--- config.mk ---
export PLATFORM = sky130hd
export DESIGN_NAME = mem_ss_cal_seq
export DESIGN_NICKNAME = d
export VERILOG_FILES = /design/src/rtl/mem_ss_cal_pkg.sv /design/src/rtl/mem_ss_cal_timer.sv /design/src/rtl/mem_ss_cal_seq.sv
export SDC_FILE = /design/constraint.sdc
export NUM_CORES = 1
export LEC_CHECK = 0
export CORE_ASPECT_RATIO = 0.5
export CORE_MARGIN = 2
export CORE_UTILIZATION = 50
export CTS_CLUSTER_DIAMETER = 120
export CTS_CLUSTER_SIZE = 12
export DETAILED_ROUTE_END_ITERATION = 7
export HOLD_SLACK_MARGIN = 0.08
export PLACE_DENSITY = 0.78
export SYNTH_ARGS = -nofsm -noshare
export SYNTH_HDL_FRONTEND = slang
export SYNTH_SLANG_ARGS = --single-unit
--- constraint.sdc ---
create_clock -name clk -period 4.4 [get_ports clk]
set_input_delay 1.32 -clock clk [delete_from_list [all_inputs] [get_ports clk]]
set_output_delay 1.32 -clock clk [all_outputs]
set_load 0.02 [all_outputs]
--- src/rtl/mem_ss_cal_pkg.sv ---
// Shared types for the mem_ss reset/calibration sequencer and its CSR view.
package mem_ss_cal_pkg;

  typedef enum logic [2:0] {
    ST_IDLE,
    ST_RST_ASSERT,
    ST_WAIT_CAL,
    ST_STABLE,
    ST_DONE
  } t_cal_state;

  localparam int RETRY_W = 2;

  typedef struct packed {
    logic               pass;
    logic               err_timeout;
    logic               err_calfail;
    logic [RETRY_W-1:0] retry_cnt;
  } t_cal_result;

  function automatic logic [RETRY_W-1:0] sat_inc(input logic [RETRY_W-1:0] v);
    return (&v) ? v : v + 1'b1;
  endfunction

endpackage

--- src/rtl/mem_ss_cal_timer.sv ---
// Loadable up-counter that stops at its terminal count and flags it.
module mem_ss_cal_timer #(
  parameter int WIDTH = 8,
  parameter int TC    = 255
) (
  input  logic             clk,
  input  logic             rst,
  input  logic             load,
  input  logic [WIDTH-1:0] load_val,
  input  logic             en,
  output logic [WIDTH-1:0] cnt,
  output logic             tc
);

  logic [WIDTH-1:0] cnt_reg;

  assign cnt = cnt_reg;
  assign tc  = (cnt_reg == WIDTH'(TC));

  always_ff @(posedge clk or posedge rst) begin
    if (rst) begin
      cnt_reg <= '0;
    end else if (load) begin
      cnt_reg <= load_val;
    end else if (en && !tc) begin
      cnt_reg <= cnt_reg + 1'b1;
    end
  end

endmodule

--- src/rtl/mem_ss_cal_seq.sv ---
// mem_ss reset/calibration sequencer: reset handshake, stable-calibration
// qualification over a channel mask, per-phase timeout and bounded retry.
module mem_ss_cal_seq
  import mem_ss_cal_pkg::*;
#(
  parameter int NUM_CH      = 4,
  parameter int RST_CYC     = 16,
  parameter int TIMEOUT_CYC = 2**20-1,
  parameter int STABLE_CYC  = 3,
  parameter int MAX_RETRY   = 2
) (
  input  logic              clk,
  input  logic              rst,
  input  logic              start,
  input  logic [NUM_CH-1:0] ch_mask,
  output logic              mem_rst_req,
  input  logic              mem_rst_ack_n,
  input  logic [NUM_CH-1:0] cal_success,
  input  logic [NUM_CH-1:0] cal_fail,
  output logic              busy,
  output logic              done,
  output logic              pass,
  output logic              err_timeout,
  output logic              err_calfail,
  output logic [1:0]        retry_cnt,
  output logic [NUM_CH-1:0] cal_status
);

  localparam int PH_W = $clog2(TIMEOUT_CYC + 1);
  localparam int ST_W = (STABLE_CYC < 1) ? 1 : $clog2(STABLE_CYC + 1);
  localparam logic [PH_W-1:0] HOLD_LAST = PH_W'((RST_CYC > 0) ? RST_CYC - 1 : 0);

  t_cal_state        state_reg, state_next;
  logic [NUM_CH-1:0] mask_reg, mask_next;
  t_cal_result       result_reg, result_next;
  logic              mem_rst_req_reg, mem_rst_req_next;
  logic              busy_reg, busy_next;
  logic              done_reg, done_next;
  logic [NUM_CH-1:0] cal_status_reg, cal_status_next;

  logic [PH_W-1:0] ph_cnt;
  logic            ph_tc, ph_load, ph_en;
  logic [ST_W-1:0] st_cnt, st_load_val;
  logic            st_tc, st_load, st_en;
  logic            in_cal, masked_ok, fail_evt, to_evt, hold_ok, retry_now;
  logic            unused_st_cnt;

  assign in_cal    = (state_reg == ST_WAIT_CAL) || (state_reg == ST_STABLE);
  assign masked_ok = ((cal_success & mask_reg) == mask_reg);
  assign fail_evt  = in_cal && |(cal_fail & mask_reg);
  assign to_evt    = ((state_reg == ST_RST_ASSERT) || in_cal) && ph_tc;
  // Hold time only counts cycles where the request is actually driven high.
  assign hold_ok   = mem_rst_req_reg && !mem_rst_ack_n && (ph_cnt >= HOLD_LAST);
  assign ph_en     = (state_reg == ST_RST_ASSERT) ? mem_rst_req_reg : in_cal;
  // Only the terminal flag of the stable counter drives decisions.
  assign unused_st_cnt = ^st_cnt;

  mem_ss_cal_timer #(.WIDTH(PH_W), .TC(TIMEOUT_CYC)) u_phase_timer (
    .clk      (clk),
    .rst      (rst),
    .load     (ph_load),
    .load_val ('0),
    .en       (ph_en),
    .cnt      (ph_cnt),
    .tc       (ph_tc)
  );

  mem_ss_cal_timer #(.WIDTH(ST_W), .TC(STABLE_CYC)) u_stable_cnt (
    .clk      (clk),
    .rst      (rst),
    .load     (st_load),
    .load_val (st_load_val),
    .en       (st_en),
    .cnt      (st_cnt),
    .tc       (st_tc)
  );

  always_comb begin
    state_next  = state_reg;
    mask_next   = mask_reg;
    result_next = result_reg;
    ph_load     = 1'b0;
    st_load     = 1'b0;
    st_load_val = '0;
    st_en       = 1'b0;
    retry_now   = 1'b0;

    case (state_reg)
      ST_IDLE, ST_DONE: begin
        if (start) begin
          mask_next   = ch_mask;
          result_next = '0;
          if (ch_mask == '0) begin
            state_next       = ST_DONE;
            result_next.pass = 1'b1;
          end else begin
            state_next = ST_RST_ASSERT;
            ph_load    = 1'b1;
          end
        end
      end
      ST_RST_ASSERT: begin
        if (hold_ok) begin
          state_next = ST_WAIT_CAL;
          ph_load    = 1'b1;
        end
      end
      ST_WAIT_CAL: begin
        if (masked_ok) begin
          state_next  = ST_STABLE;
          st_load     = 1'b1;
          st_load_val = ST_W'(1);
        end
      end
      ST_STABLE: begin
        if (!masked_ok) begin
          state_next = ST_WAIT_CAL;
          st_load    = 1'b1;
        end else if (st_tc) begin
          state_next       = ST_DONE;
          result_next.pass = 1'b1;
        end else begin
          st_en = 1'b1;
        end
      end
      default: state_next = ST_IDLE;
    endcase

    // Failure/timeout overrides any normal progression in the same cycle.
    if (fail_evt || to_evt) begin
      st_load     = 1'b1;
      st_load_val = '0;
      st_en       = 1'b0;
      if (int'(result_reg.retry_cnt) < MAX_RETRY) begin
        retry_now             = 1'b1;
        result_next.retry_cnt = sat_inc(result_reg.retry_cnt);
        state_next            = ST_RST_ASSERT;
        ph_load               = 1'b1;
      end else begin
        state_next              = ST_DONE;
        result_next.pass        = 1'b0;
        result_next.err_timeout = to_evt;
        result_next.err_calfail = fail_evt;
      end
    end
  end

  // A retry drops the request for one cycle so the mem_ss sees a fresh pulse.
  assign mem_rst_req_next = (state_next == ST_RST_ASSERT) && !retry_now;
  assign busy_next        = (state_next == ST_RST_ASSERT) || (state_next == ST_WAIT_CAL) ||
                            (state_next == ST_STABLE);
  assign done_next        = (state_next == ST_DONE);
  assign cal_status_next  = ((state_next == ST_WAIT_CAL) || (state_next == ST_STABLE) ||
                             (state_next == ST_DONE)) ? (cal_success & mask_next) : '0;

  always_ff @(posedge clk or posedge rst) begin
    if (rst) begin
      state_reg       <= ST_IDLE;
      mask_reg        <= '0;
      result_reg      <= '0;
      mem_rst_req_reg <= 1'b0;
      busy_reg        <= 1'b0;
      done_reg        <= 1'b0;
      cal_status_reg  <= '0;
    end else begin
      state_reg       <= state_next;
      mask_reg        <= mask_next;
      result_reg      <= result_next;
      mem_rst_req_reg <= mem_rst_req_next;
      busy_reg        <= busy_next;
      done_reg        <= done_next;
      cal_status_reg  <= cal_status_next;
    end
  end

  assign mem_rst_req = mem_rst_req_reg;
  assign busy        = busy_reg;
  assign done        = done_reg;
  assign pass        = result_reg.pass;
  assign err_timeout = result_reg.err_timeout;
  assign err_calfail = result_reg.err_calfail;
  assign retry_cnt   = result_reg.retry_cnt;
  assign cal_status  = cal_status_reg;

endmodule
==> results.yml <==
global_routing:
  grt_max_degree: 31
  grt_pass1_vias: 1765
  grt_usage: 0.202
  grt_overflow: 0
  antenna_found_initial: 0
  grt_pass1_wl_um: 8080
place:
  port_buffers: 27
  dpl.hpwl_um: 3590
  gp_congestion: 0.849
  dp.cells: 317
layout:
  area_delta_synth_final_pct: 18.0
  nFillCells: 369
  stdcell_count: 325
  drive_gt1_frac: 0.0970
  largest_reg_flops: 20
  nets: 285
  multi_input_area_um2: 1150
  regArea_um2: 1030
  num_antenna_cells: 0
critical_path:
  critical_path_cell_count: 6
  critPathKind: "in2reg"
  slowest_stage: "a221o_1"
  reg2reg_depth: 6
  path_buf_inv: 1
  crit_path_end_kind: "register"
  worstSetupStartpointType: "input pin"
  max_stage_delay_ns: 0.71
  worst_ep_required_time_ns: 4.55
  cpLargestDelayFamily: "compound AO/OA/AOI/OAI gates"
  crit_path_cell_trace: "clkdlybuf4s50_1 -> a22oi_1 -> a21oi_1 -> a21o_1 -> a221o_1 -> nor3_1"
  crit_fanout: 20
  crit_arrival_ns: 3.35
pwr:
  p_sw_uw: 478
  powerDensity_nw_per_um2: 481
  ir_worst_vdd_mv: 0.325
  p_leak_uw: 0.00109
  p_int_uw: 798
  switching_share: 0.374
  p_comb_frac: 0.359
  pwr-share-clk: 0.211
  p_seq_frac: 0.430
synth:
  synth_edf_count: 0
  synth_top_family_by_area: "simple AND/OR/NAND/NOR gates"
  synth_fa_ha_area_frac: 0.0111
  ys_warn_count: 0
  syn_inst: 241
  synth.distinct_cells: 52
  synth-async-reset-ratio: 1.00
  yosysSeqAreaShare: 0.456
  yosys.area_share.simple: 0.282
  synth.most_common_cell: "dfrtp_1"
  synthMuxAreaShare: 0.0289
  synth_compound_area_frac: 0.120
  synth-main-ff-cell: "dfrtp_1"
  yosys-top-cells-count: "41 x dfrtp_1, 26 x nor2_1, 25 x nand2_1"
  syn_area_um2: 2250
  synth_area_leaders: "dfrtp_1 46%, nor2_1 4.3%, xnor2_1 4.3%"
  yosys.area.top_type_share: 0.456
  syn_nets: 259
  synth-seq-cells: 41
  synth_xor_area_frac: 0.0700
  syn_avg_cell_area_um2: 9.34
  synth_largest_area_cell: "dfrtp_1"
run:
  maxCapViolations: 0
route:
  routed_wl_um: 4840
  first_iter_violations: 111
  wire_per_inst_um: 14.9
  drtPass1Iterations: 4
  drcViolationCount: 0
  viasPerCell: 5.81
  vias: 1888
  ant_nets: 0
die:
  initial_core_util: 0.516
  die_w_um: 98.9
  fp.dieH_um: 51.4
  core_area_um2: 4360
  die_area_um2: 5090
  num_rows: 17
  ios: 28
cts:
  clk_latency_ns: 0.29
  clk_pin_slew_worst_paths_ns: 0.08
  cts.sink_count: 41
  cts_hold_buf: 0
  cts_tree: "done"
  postCtsSetupRepairBufs: 0
  cts_buffer_depth: 2
  htree_levels: 2
  clock-root-buffer: "clkbuf_8"
  cts_inserted_buffers: 5
  post_cts_resized: 0
hold_path:
  hold_class: "reg2reg"
  whs_path_depth: 2
sta:
  finalClockSkew_ns: 0.00626
  period_needed_ns: 3.20
  setup_tns_ns: 0
  period_share: 0.727
  finalSetupViolCount: 0
  hold_viol_final: 0
  rsz0062_at_grt: "false"
  worstMarginPinSlew_ns: 0.792
  drv_slew: 0
  slew_headroom: 0.472
  fmax_mhz: 313
outcome:
  outcome: "completed"
## per-stage QoR
| step | power (uW) | area, um2 | util | setup WS, ns | hold WS (ns) |
|---|---|---|---|---|---|
| 6_report | 1280 | 2660 | 0.609 | 1.20 | 0.525 |
| 2_1_floorplan | 868 | 2250 | - | 1.65 | 0.477 |
| 3_3_place_gp | 996 | 2550 | 0.586 | 0.959 | 0.480 |
| 3_5_place_dp | 1010 | 2550 | 0.586 | 0.900 | 0.510 |
| 4_1_cts | 1280 | 2660 | 0.609 | 1.21 | 0.522 |
| 5_1_grt | 1360 | 2660 | 0.609 | 1.05 | 0.549 |
## worst register-to-register path, delay by kind of cell, from the launching register on
| kind | cells | cell delay, ns |
|---|---|---|
| AND/OR/NAND/NOR | 3 | 0.95 |
| AO/OA/AOI/OAI | 2 | 1.04 |
| flip-flops | 1 | 0.41 |
| adder cells (fa/ha/maj) | 1 | 0.22 |
## final timing paths
check | start | end | slack [ns]
min reg2reg | err_timeout$_DFF_PP0_ | err_timeout$_DFF_PP0_ | 0.52
min in group asynchronous | rst | u_phase_timer.cnt[11]$_DFFE_PP0P_ | 1.32
max in group asynchronous | rst | mask_reg[2]$_DFF_PP0_ | 2.32
min | err_timeout$_DFF_PP0_ | err_timeout$_DFF_PP0_ | 0.52
max | cal_fail[2] | u_phase_timer.cnt[8]$_DFFE_PP0P_ | 1.20
max reg2reg | u_phase_timer.cnt[0]$_DFFE_PP0P_ | u_phase_timer.cnt[8]$_DFFE_PP0P_ | 1.64
## metal layers
layer | vias to the layer above | global-route usage | routed length [um]
met3 | 5 | 0.0492 | 193
li1 | 922 | - | -
met4 | 0 | 0.0342 | 26
met5 | - | 0 | 0
met1 | 929 | 0.270 | 2330
met2 | 32 | 0.345 | 2290
## power groups by stage
stage                     clock network [uW]  logic [uW]  registers [uW]
after floorplan                            0         312             556
after global routing                     287         506             564
after detailed placement                   0         459             554
after global placement                     0         446             550
final                                    269         458             549
after CTS                                273         460             548
## layout by cell type (no fill, tap or decap), types with 10 or more instances in the layout
master,n
clkdlybuf4s50_1,27
dfrtp_1,41
nand3_1,11
nor2_1,26
xnor2_1,11
nand2_1,25
nor4_1,14
nor3_1,10
o21ai_0,13
## area by class of cell
class,count,share of cell area
Multi-Input combinational cell,184,0.434
Sequential cell,41,0.386
Timing Repair Buffer,28,0.105
Clock buffer,7,0.0363
Tap cell,57,0.0269
Inverter,7,0.00990
Clock inverter,1,0.00189
## kinds of logic after synthesis
group                    after synthesis
AND/OR/NAND/NOR                      119
XOR/XNOR                              18
buffers and inverters                 16
multiplexers                           6
AO/OA/AOI/OAI                         39
flip-flops                            41
adder cells (fa/ha/maj)                2
No activity file was read; power rests on OpenSTA's default activity.
